## src/rtl/pc_gen.sv

```systemverilog
// Fetch program-counter generator: picks the next PC from reset, redirect, stall, BTB or pc+4.
// Define PC_BTB_EN to build the direct-mapped branch target buffer; otherwise prediction is off.
module pc_gen #(
    parameter int unsigned      WIDTH     = 32,
    parameter logic [WIDTH-1:0] RESET_VEC = 32'h0000_0000,
    parameter logic [WIDTH-1:0] TRAP_VEC  = 32'h0000_0100,
    parameter int unsigned      BTB_DEPTH = 16
) (
    input  logic             clk,
    input  logic             rst,
    input  logic             stall,
    input  logic             redirect_valid,
    input  logic [1:0]       redirect_op,
    input  logic [WIDTH-1:0] br_pc,
    input  logic [WIDTH-1:0] imm,
    input  logic [WIDTH-1:0] rs1,
    output logic [WIDTH-1:0] pc,
    output logic [WIDTH-1:0] pc4,
    output logic [WIDTH-1:0] npc,
    output logic             misalign,
    output logic             bp_taken,
    output logic [WIDTH-1:0] bp_target,
    input  logic             upd_valid,
    input  logic [WIDTH-1:0] upd_pc,
    input  logic [WIDTH-1:0] upd_target,
    input  logic             upd_taken
);

    localparam logic [1:0] OP_BRANCH = 2'b00;
    localparam logic [1:0] OP_JAL    = 2'b01;
    localparam logic [1:0] OP_JALR   = 2'b10;
    localparam logic [1:0] OP_TRAP   = 2'b11;

    localparam logic [WIDTH-1:0] PC_STEP   = WIDTH'(4);
    localparam logic [WIDTH-1:0] JALR_MASK = ~WIDTH'(1);

    logic [WIDTH-1:0] pc_q, pc_d;
    logic             misalign_q, misalign_d;

    logic [WIDTH-1:0] br_target;
    logic [WIDTH-1:0] jalr_target;
    logic [WIDTH-1:0] redir_target;
    logic             redir_misaligned;

    assign pc4 = pc_q + PC_STEP;

    always_comb begin
        br_target   = br_pc + imm;
        jalr_target = (rs1 + imm) & JALR_MASK;
    end

    always_comb begin
        redir_target     = br_target;
        redir_misaligned = 1'b0;
        case (redirect_op)
            OP_BRANCH: redir_target = br_target;
            OP_JAL:    redir_target = br_target;
            OP_JALR:   redir_target = jalr_target;
            default:   redir_target = TRAP_VEC;
        endcase
        // The trap vector itself is trusted; only computed targets are alignment-checked.
        if ((redirect_op != OP_TRAP) && (redir_target[1:0] != 2'b00)) begin
            redir_misaligned = 1'b1;
        end
    end

    always_comb begin
        pc_d = pc4;
        if (rst) begin
            pc_d = RESET_VEC;
        end else if (redirect_valid) begin
            pc_d = redir_misaligned ? TRAP_VEC : redir_target;
        end else if (stall) begin
            pc_d = pc_q;
        end else if (bp_taken) begin
            pc_d = bp_target;
        end
    end

    assign misalign_d = redirect_valid & redir_misaligned & ~rst;
    assign npc        = pc_d;

    always_ff @(posedge clk) begin
        if (rst) begin
            pc_q       <= RESET_VEC;
            misalign_q <= 1'b0;
        end else begin
            pc_q       <= pc_d;
            misalign_q <= misalign_d;
        end
    end

    assign pc       = pc_q;
    assign misalign = misalign_q;

`ifdef PC_BTB_EN
    localparam int unsigned IDX_W = $clog2(BTB_DEPTH);
    localparam int unsigned TAG_W = WIDTH - IDX_W - 2;

    logic [BTB_DEPTH-1:0] valid_q, valid_d;
    logic [TAG_W-1:0]     tag_q [BTB_DEPTH];
    logic [TAG_W-1:0]     tag_d [BTB_DEPTH];
    logic [WIDTH-1:0]     tgt_q [BTB_DEPTH];
    logic [WIDTH-1:0]     tgt_d [BTB_DEPTH];

    logic [IDX_W-1:0] rd_idx, wr_idx;
    logic [TAG_W-1:0] rd_tag, wr_tag;
    logic             wr_en;
    logic             unused_upd_lsb;

    assign rd_idx = pc_q[IDX_W+1:2];
    assign rd_tag = pc_q[WIDTH-1:IDX_W+2];
    assign wr_idx = upd_pc[IDX_W+1:2];
    assign wr_tag = upd_pc[WIDTH-1:IDX_W+2];
    assign wr_en  = upd_valid & upd_taken & ~rst;

    assign unused_upd_lsb = ^upd_pc[1:0];

    // Lookup reads the registered arrays, so a same-edge write is only seen next cycle.
    assign bp_taken  = valid_q[rd_idx] && (tag_q[rd_idx] == rd_tag);
    assign bp_target = tgt_q[rd_idx];

    always_comb begin
        valid_d = valid_q;
        if (upd_valid) begin
            if (upd_taken) begin
                valid_d[wr_idx] = 1'b1;
            end else if (valid_q[wr_idx] && (tag_q[wr_idx] == wr_tag)) begin
                valid_d[wr_idx] = 1'b0;
            end
        end
    end

    always_comb begin
        tag_d = tag_q;
        tgt_d = tgt_q;
        if (wr_en) begin
            tag_d[wr_idx] = wr_tag;
            tgt_d[wr_idx] = upd_target;
        end
    end

    always_ff @(posedge clk) begin
        if (rst) begin
            valid_q <= '0;
        end else begin
            valid_q <= valid_d;
        end
    end

    // Tag and target need no reset: they are qualified by the valid bit.
    always_ff @(posedge clk) begin
        tag_q <= tag_d;
        tgt_q <= tgt_d;
    end
`else
    logic unused_upd;
    logic unused_cfg;

    assign unused_upd = ^{upd_valid, upd_pc, upd_target, upd_taken};
    assign unused_cfg = (BTB_DEPTH != 0);
    assign bp_taken   = 1'b0;
    assign bp_target  = '0;
`endif

endmodule

```

## config.mk

```make
export PLATFORM = sky130hd
export DESIGN_NAME = pc_gen
export DESIGN_NICKNAME = d
export VERILOG_FILES = /design/src/rtl/pc_gen.sv
export SDC_FILE = /design/constraint.sdc
export NUM_CORES = 1
export LEC_CHECK = 0
export CORE_AREA = 2 2 145 175
export DETAILED_ROUTE_END_ITERATION = 7
export DIE_AREA = 0 0 147 177
export MAX_ROUTING_LAYER = met4
export PLACE_DENSITY = 0.6
export SETUP_SLACK_MARGIN = 0.1
export SLEW_MARGIN = 20
export SYNTH_ARGS = -nofsm -noshare
export SYNTH_HDL_FRONTEND = slang
export SYNTH_SLANG_ARGS = --single-unit
```

## constraint.sdc

```tcl
create_clock -name clk -period 5.05 [get_ports clk]
set_clock_uncertainty 0.2 [all_clocks]
set_input_delay 1.2625 -clock clk [delete_from_list [all_inputs] [get_ports clk]]
set_output_delay 1.2625 -clock clk [all_outputs]
set_load 0.02 [all_outputs]
```

# ---- After elaboration in Yosys (flattened, before gate mapping)
# Index checks and enable logic that the tools add are counted.
dict set report totals {
  regBits 33
  inputBits 168
  out_inout_bits 130
  elab_cells 21
}
dict set report classes {
  add_sub_neg 3
  n_eq_ne 3
  mux 6
  bitwise_logic 3
  n_reduce_logical 4
}
# op count
set op_table {}
lappend op_table {{32-bit 2-to-1 mux} 4}
lappend op_table {{32-bit adder} 2}
lappend op_table {{32-bit case mux with 2 select lines} 1}
lappend op_table {{32-bit by 3-bit adder with 32-bit output (second input constant)} 1}
lappend op_table {{1-bit AND} 2}
lappend op_table {{2-bit by 1-bit equality test with 1-bit output (second input constant)} 1}
lappend op_table {{2-bit equality test (second input constant)} 1}
lappend op_table {{2-bit zero test} 1}
lappend op_table {{2-bit != test (second input constant)} 1}
lappend op_table {{2-bit nonzero test} 1}
lappend op_table {{2-bit OR reduction} 1}
lappend op_table {{1-bit logical AND} 1}
lappend op_table {{1-bit 2-to-1 mux} 1}
lappend op_table {{1-bit NOT} 1}

# ---- Longest topological paths before layout
dict set report logic_depth {
  word_depth 9
  depth_mapped 14
  mapped_depth_nobuf 12
}

# ---- Worst setup path after synthesis
# Ideal clock, no wire load.
dict set report synth_timing {
  path_kind {input -> output}
  start {in br_pc[0]}
  end {out npc[30]}
  t_arrival_ps 3926
  required_ps 3588
  setup_slack_ps -338
  cell_stages 11
  path_buffers 0
  path_cell_list {ha_1 -> inv_1 -> fa_1 -> nand2b_1 -> a21oi_1 -> o2111ai_1 -> a21o_1 -> o211a_1 -> o21ai_1 -> nand2_1 -> o311ai_0}
}
dict set report synth_via {
  elab_chain_len 8
}
# item line_no
set synth_rtl {}
lappend synth_rtl {{from (decl)} 14} ;# input logic [WIDTH-1:0] br_pc,
lappend synth_rtl {{32-bit adder (*)} 48} ;# br_target = br_pc + imm;
lappend synth_rtl {{32-bit case mux with 2 select lines (*)} 55} ;# case (redirect_op)
lappend synth_rtl {{2-bit nonzero test} 62} ;# if ((redirect_op != OP_TRAP) && (redir_target[1:0] != 2'b00)) begin
lappend synth_rtl {{1-bit logical AND} 62}
lappend synth_rtl {{1-bit 2-to-1 mux} 62}
lappend synth_rtl {{32-bit 2-to-1 mux (*)} 72} ;# pc_d = redir_misaligned ? TRAP_VEC : redir_target;
lappend synth_rtl {{32-bit 2-to-1 mux (*)} 71} ;# end else if (redirect_valid) begin
lappend synth_rtl {{32-bit 2-to-1 mux (*)} 69} ;# if (rst) begin
lappend synth_rtl {{to (decl)} 19} ;# output logic [WIDTH-1:0] npc,
# Mark *: on every way between the ends. The rest lies on a longest branch, timed or not.

# ---- Final worst setup path
dict set report layout_timing {
  start {in imm[8]}
  end {out npc[19]}
}
dict set report layout_via {
  elab_chain_len 5
  word_cells_on_any_way 6
  classes_between {2 x add/sub; 4 x mux}
}
# item line_no
set layout_rtl {}
lappend layout_rtl {{from (decl)} 15} ;# input logic [WIDTH-1:0] imm,
lappend layout_rtl {{32-bit adder (on tied branches)} {49, 48}}
lappend layout_rtl {{32-bit case mux with 2 select lines (*)} 55}
lappend layout_rtl {{32-bit 2-to-1 mux (*)} 72}
lappend layout_rtl {{32-bit 2-to-1 mux (*)} 71}
lappend layout_rtl {{32-bit 2-to-1 mux (*)} 69}
# Marked as above.

==> impl_results.md <==
* Top cell type's share of synthesized area at 12.9%
* Critical Path Most Common Cell: buf_6
* Hold slack at 299 ps
* Total gr overflow at 0
* WS Path Type: primary input to primary output
* Number of synthesized register bits at 33
* Crit end category: primary output
* Drt pass-1 iters at 4
* Synthesized area at 0.00602 mm²
* Global-route wire length before repair at 40300 µm
* Area after DPL at 0.00991 mm²
* Power Density at 173 mW/mm²
* Crit Path Max Fanout at 3
* Syn avg cell area at 7.29 µm²
* Root buffer cell: clkbuf_16
* Status: complete, but fails checks
* EDFF count, synth at 0
* Worst setup margin at -178 ps
* Layout net count at 1521
* Adder-cell share of the synthesized area at 13.5%
* Antenna viol nets, final at 0
* CTS Sinks at 33
* CP required at 3590 ps
* DIE AREA at 0.0260 mm²
* Worst skew pair latency at 270 ps
* Yosys warns at 0
* Final Critical Period at 5230 ps
* Worst min path class: flip-flop to flip-flop
* Max stage delay on crit path at 400 ps
* Top cells by area, synth: ha_1 (13%), dfxtp_1 (11%), xnor2_1 (7.9%), xor2_1 (7.7%), a21oi_1 (5.7%)
* Mux cell area share after synthesis at 0.333%
* Antenna violations before repair at 1
* Cell leakage power at 5.17 nW
* Violated checks: negative setup slack
* Final wirelength at 26600 µm
* RSZ-0062 raised after global routing: yes
* Die Y at 177 µm
* Number of hold violations in the final report at 0
* Post-synthesis compound-gate area fraction at 30.4%
* DR vias at 7859
* Fin area at 0.0119 mm²
* TritonCTS clock tree: built
* Initial Util at 24.6%
* Worst EP arrival at 3770 ps
* Chip width at 147 µm
* Top FF cell, synth: dfxtp_1
* Rows at 63
* Worst-case clock buffer depth at 2
* Async SR Flop Fraction at 0%
* DR iter-0 viols at 278
* Area delta synth->final at 97.0%
* CTS Buf Count at 5
* Critical-path top delay cell: o41a_1
* Fmax at 191 MHz
* Vias per cell at 4.86
* Worst VDD drop at 0.161 mV
* Vias in the first global route at 8028
* Post-route DRC at 0
* Average wire per standard cell at 16.4 µm
* Fin util at 48.5%
* Largest net degree at the start of global routing at 28
* Area leader, netlist: ha_1
* Final setup fails at 10
* Fin crit share at 104%
* Largest family of logic cells by synthesized area: compound AO/OA/AOI/OAI gates
* GRT Total Usage at 19.8%
* Max cap viols at 0
* Max Slew Vio Count at 0
* I/O Pins at 298
* CP delay by family, top: compound AO/OA/AOI/OAI gates
* Post-synthesis xor/xnor area fraction at 15.6%
* Routability cong. at 0.909
* Simple-gate share of the synthesized area at 21.1%
* Critical path launch point type: primary input
* Layout cells sized above 1 at 44.3%
* Worst-path clk slew at 60 ps
* Register area share after synthesis at 11.0%
* Critical Path, Cell by Cell: buf_6 > buf_6 > ha_4 > a21oi_4 > nor2_2 > o41a_1 > a31oi_4 > buf_6 > nor4b_4 > or3_1 > a21oi_2 > xor2_1 > o21ai_1 > buf_4
* PortBufs at 198
* H-tree depth at 2
* DP Wirelength at 20900 µm
* Core area at 0.0244 mm²
* Cell variety after synth at 71
* Post-synthesis cell count at 826
* WP buf/inv at 4
[placed cells by master, fill, tap and decap left out, drive strengths merged, types with 23 or more instances in the layout]
cell type | netlist | layout
a21oi | 70 | 70
dlygate4sd2 | 0 | 23
dfxtp | 33 | 33
xnor2 | 54 | 54
nor2 | 60 | 60
conb | 1 | 33
nand2 | 60 | 60
ha | 62 | 62
nand3 | 27 | 27
buf | 41 | 351
a21o | 23 | 23
xor2 | 53 | 53
o21ai | 68 | 68
clkdlybuf4s50 | 0 | 103
[sequential cells by signal, summed over array words and instances, names as in the netlist]
| signal | flops |
|---|---|
| misalign | 1 |
| pc | 32 |
[per-stage QoR]
| step | cells | power [W] | setup slack [ps] | TNS [ps] |
|---|---|---|---|---|
| 3_3_place_gp | 1544 | 0.00144 | -1180 | -25300 |
| 6_report | 1616 | 0.00205 | -178 | -871 |
| 3_5_place_dp | 1544 | 0.00144 | -1200 | -25490 |
| 5_1_grt | 1616 | 0.00217 | -274 | -2300 |
| 2_1_floorplan | 858 | 0.000883 | 76.1 | 0 |
| 4_1_cts | 1588 | 0.00194 | -117 | -488 |
[synth_stat cells, types with 4 or more instances]
cell type,n
a31oi_1,9
dfxtp_1,33
o21a_1,10
nand2b_1,16
nand3_1,24
and3_1,10
nor3_1,17
a22oi_1,17
o211ai_1,12
o21bai_1,7
nand4_1,14
a311oi_1,5
buf_2,4
nor4_1,4
xnor2_1,54
a21oi_1,69
nand2_1,59
a21o_1,23
nor2b_1,6
nor3_2,4
nor2_1,60
o22ai_1,21
o21ai_1,12
or3_1,7
a211oi_1,7
o21ai_0,55
clkbuf_1,29
inv_1,19
xor2_1,53
and2_1,4
ha_1,62
o221ai_1,5
buf_4,37
[layer usage]
layer  track usage, %  up-vias  wire length (µm)
li1                 -     3912                 -
met1             21.4     3684             10500
met2             37.4      222             14000
met3             3.07       41              1270
met4             5.57        0               703
met5                -        -                 0
[repair_timing]
action                     in CTS  in global routing
hold buffers                    0                  0
gates resized for setup       491                126
pin swaps                     131                104
setup buffers                  36                 32
hold endpoints to repair        0                  0
setup endpoints to repair      30                 25
[cells by family after synthesis]
family,after synthesis
mux,2
xor+xnor,107
other cells,1
fa+ha+maj,64
buf+inv,90
compound gates,283
simple gates,246
flops,33
[worst paths after layout]
path           from      end  slack (ps)  cells past startpoint
max          imm[8]  npc[19]        -180                     14
min           pc[1]    pc[1]         300                      1
max reg2reg   pc[8]   pc[30]        2050                     10
min reg2reg   pc[1]    pc[1]         300                      1
[where the power goes]
group / internal, W / total (W) / switching, W
clock: 0.000209 / 0.000318 / 0.000109
combinational: 0.000729 / 0.00142 / 0.000690
sequential: 0.000279 / 0.000309 / 0.0000296
[final cells by class]
class	count	area [µm²]
fill	2346	12600
tap	325	407
clock inverter	1	5.00
clock buffer	7	153
multi-input combinational	735	6350
sequential	33	661
timing repair buffer	495	4210
antenna	1	2.50
inverter	19	73.8
Note: power is estimated with default switching activity, not from simulation.
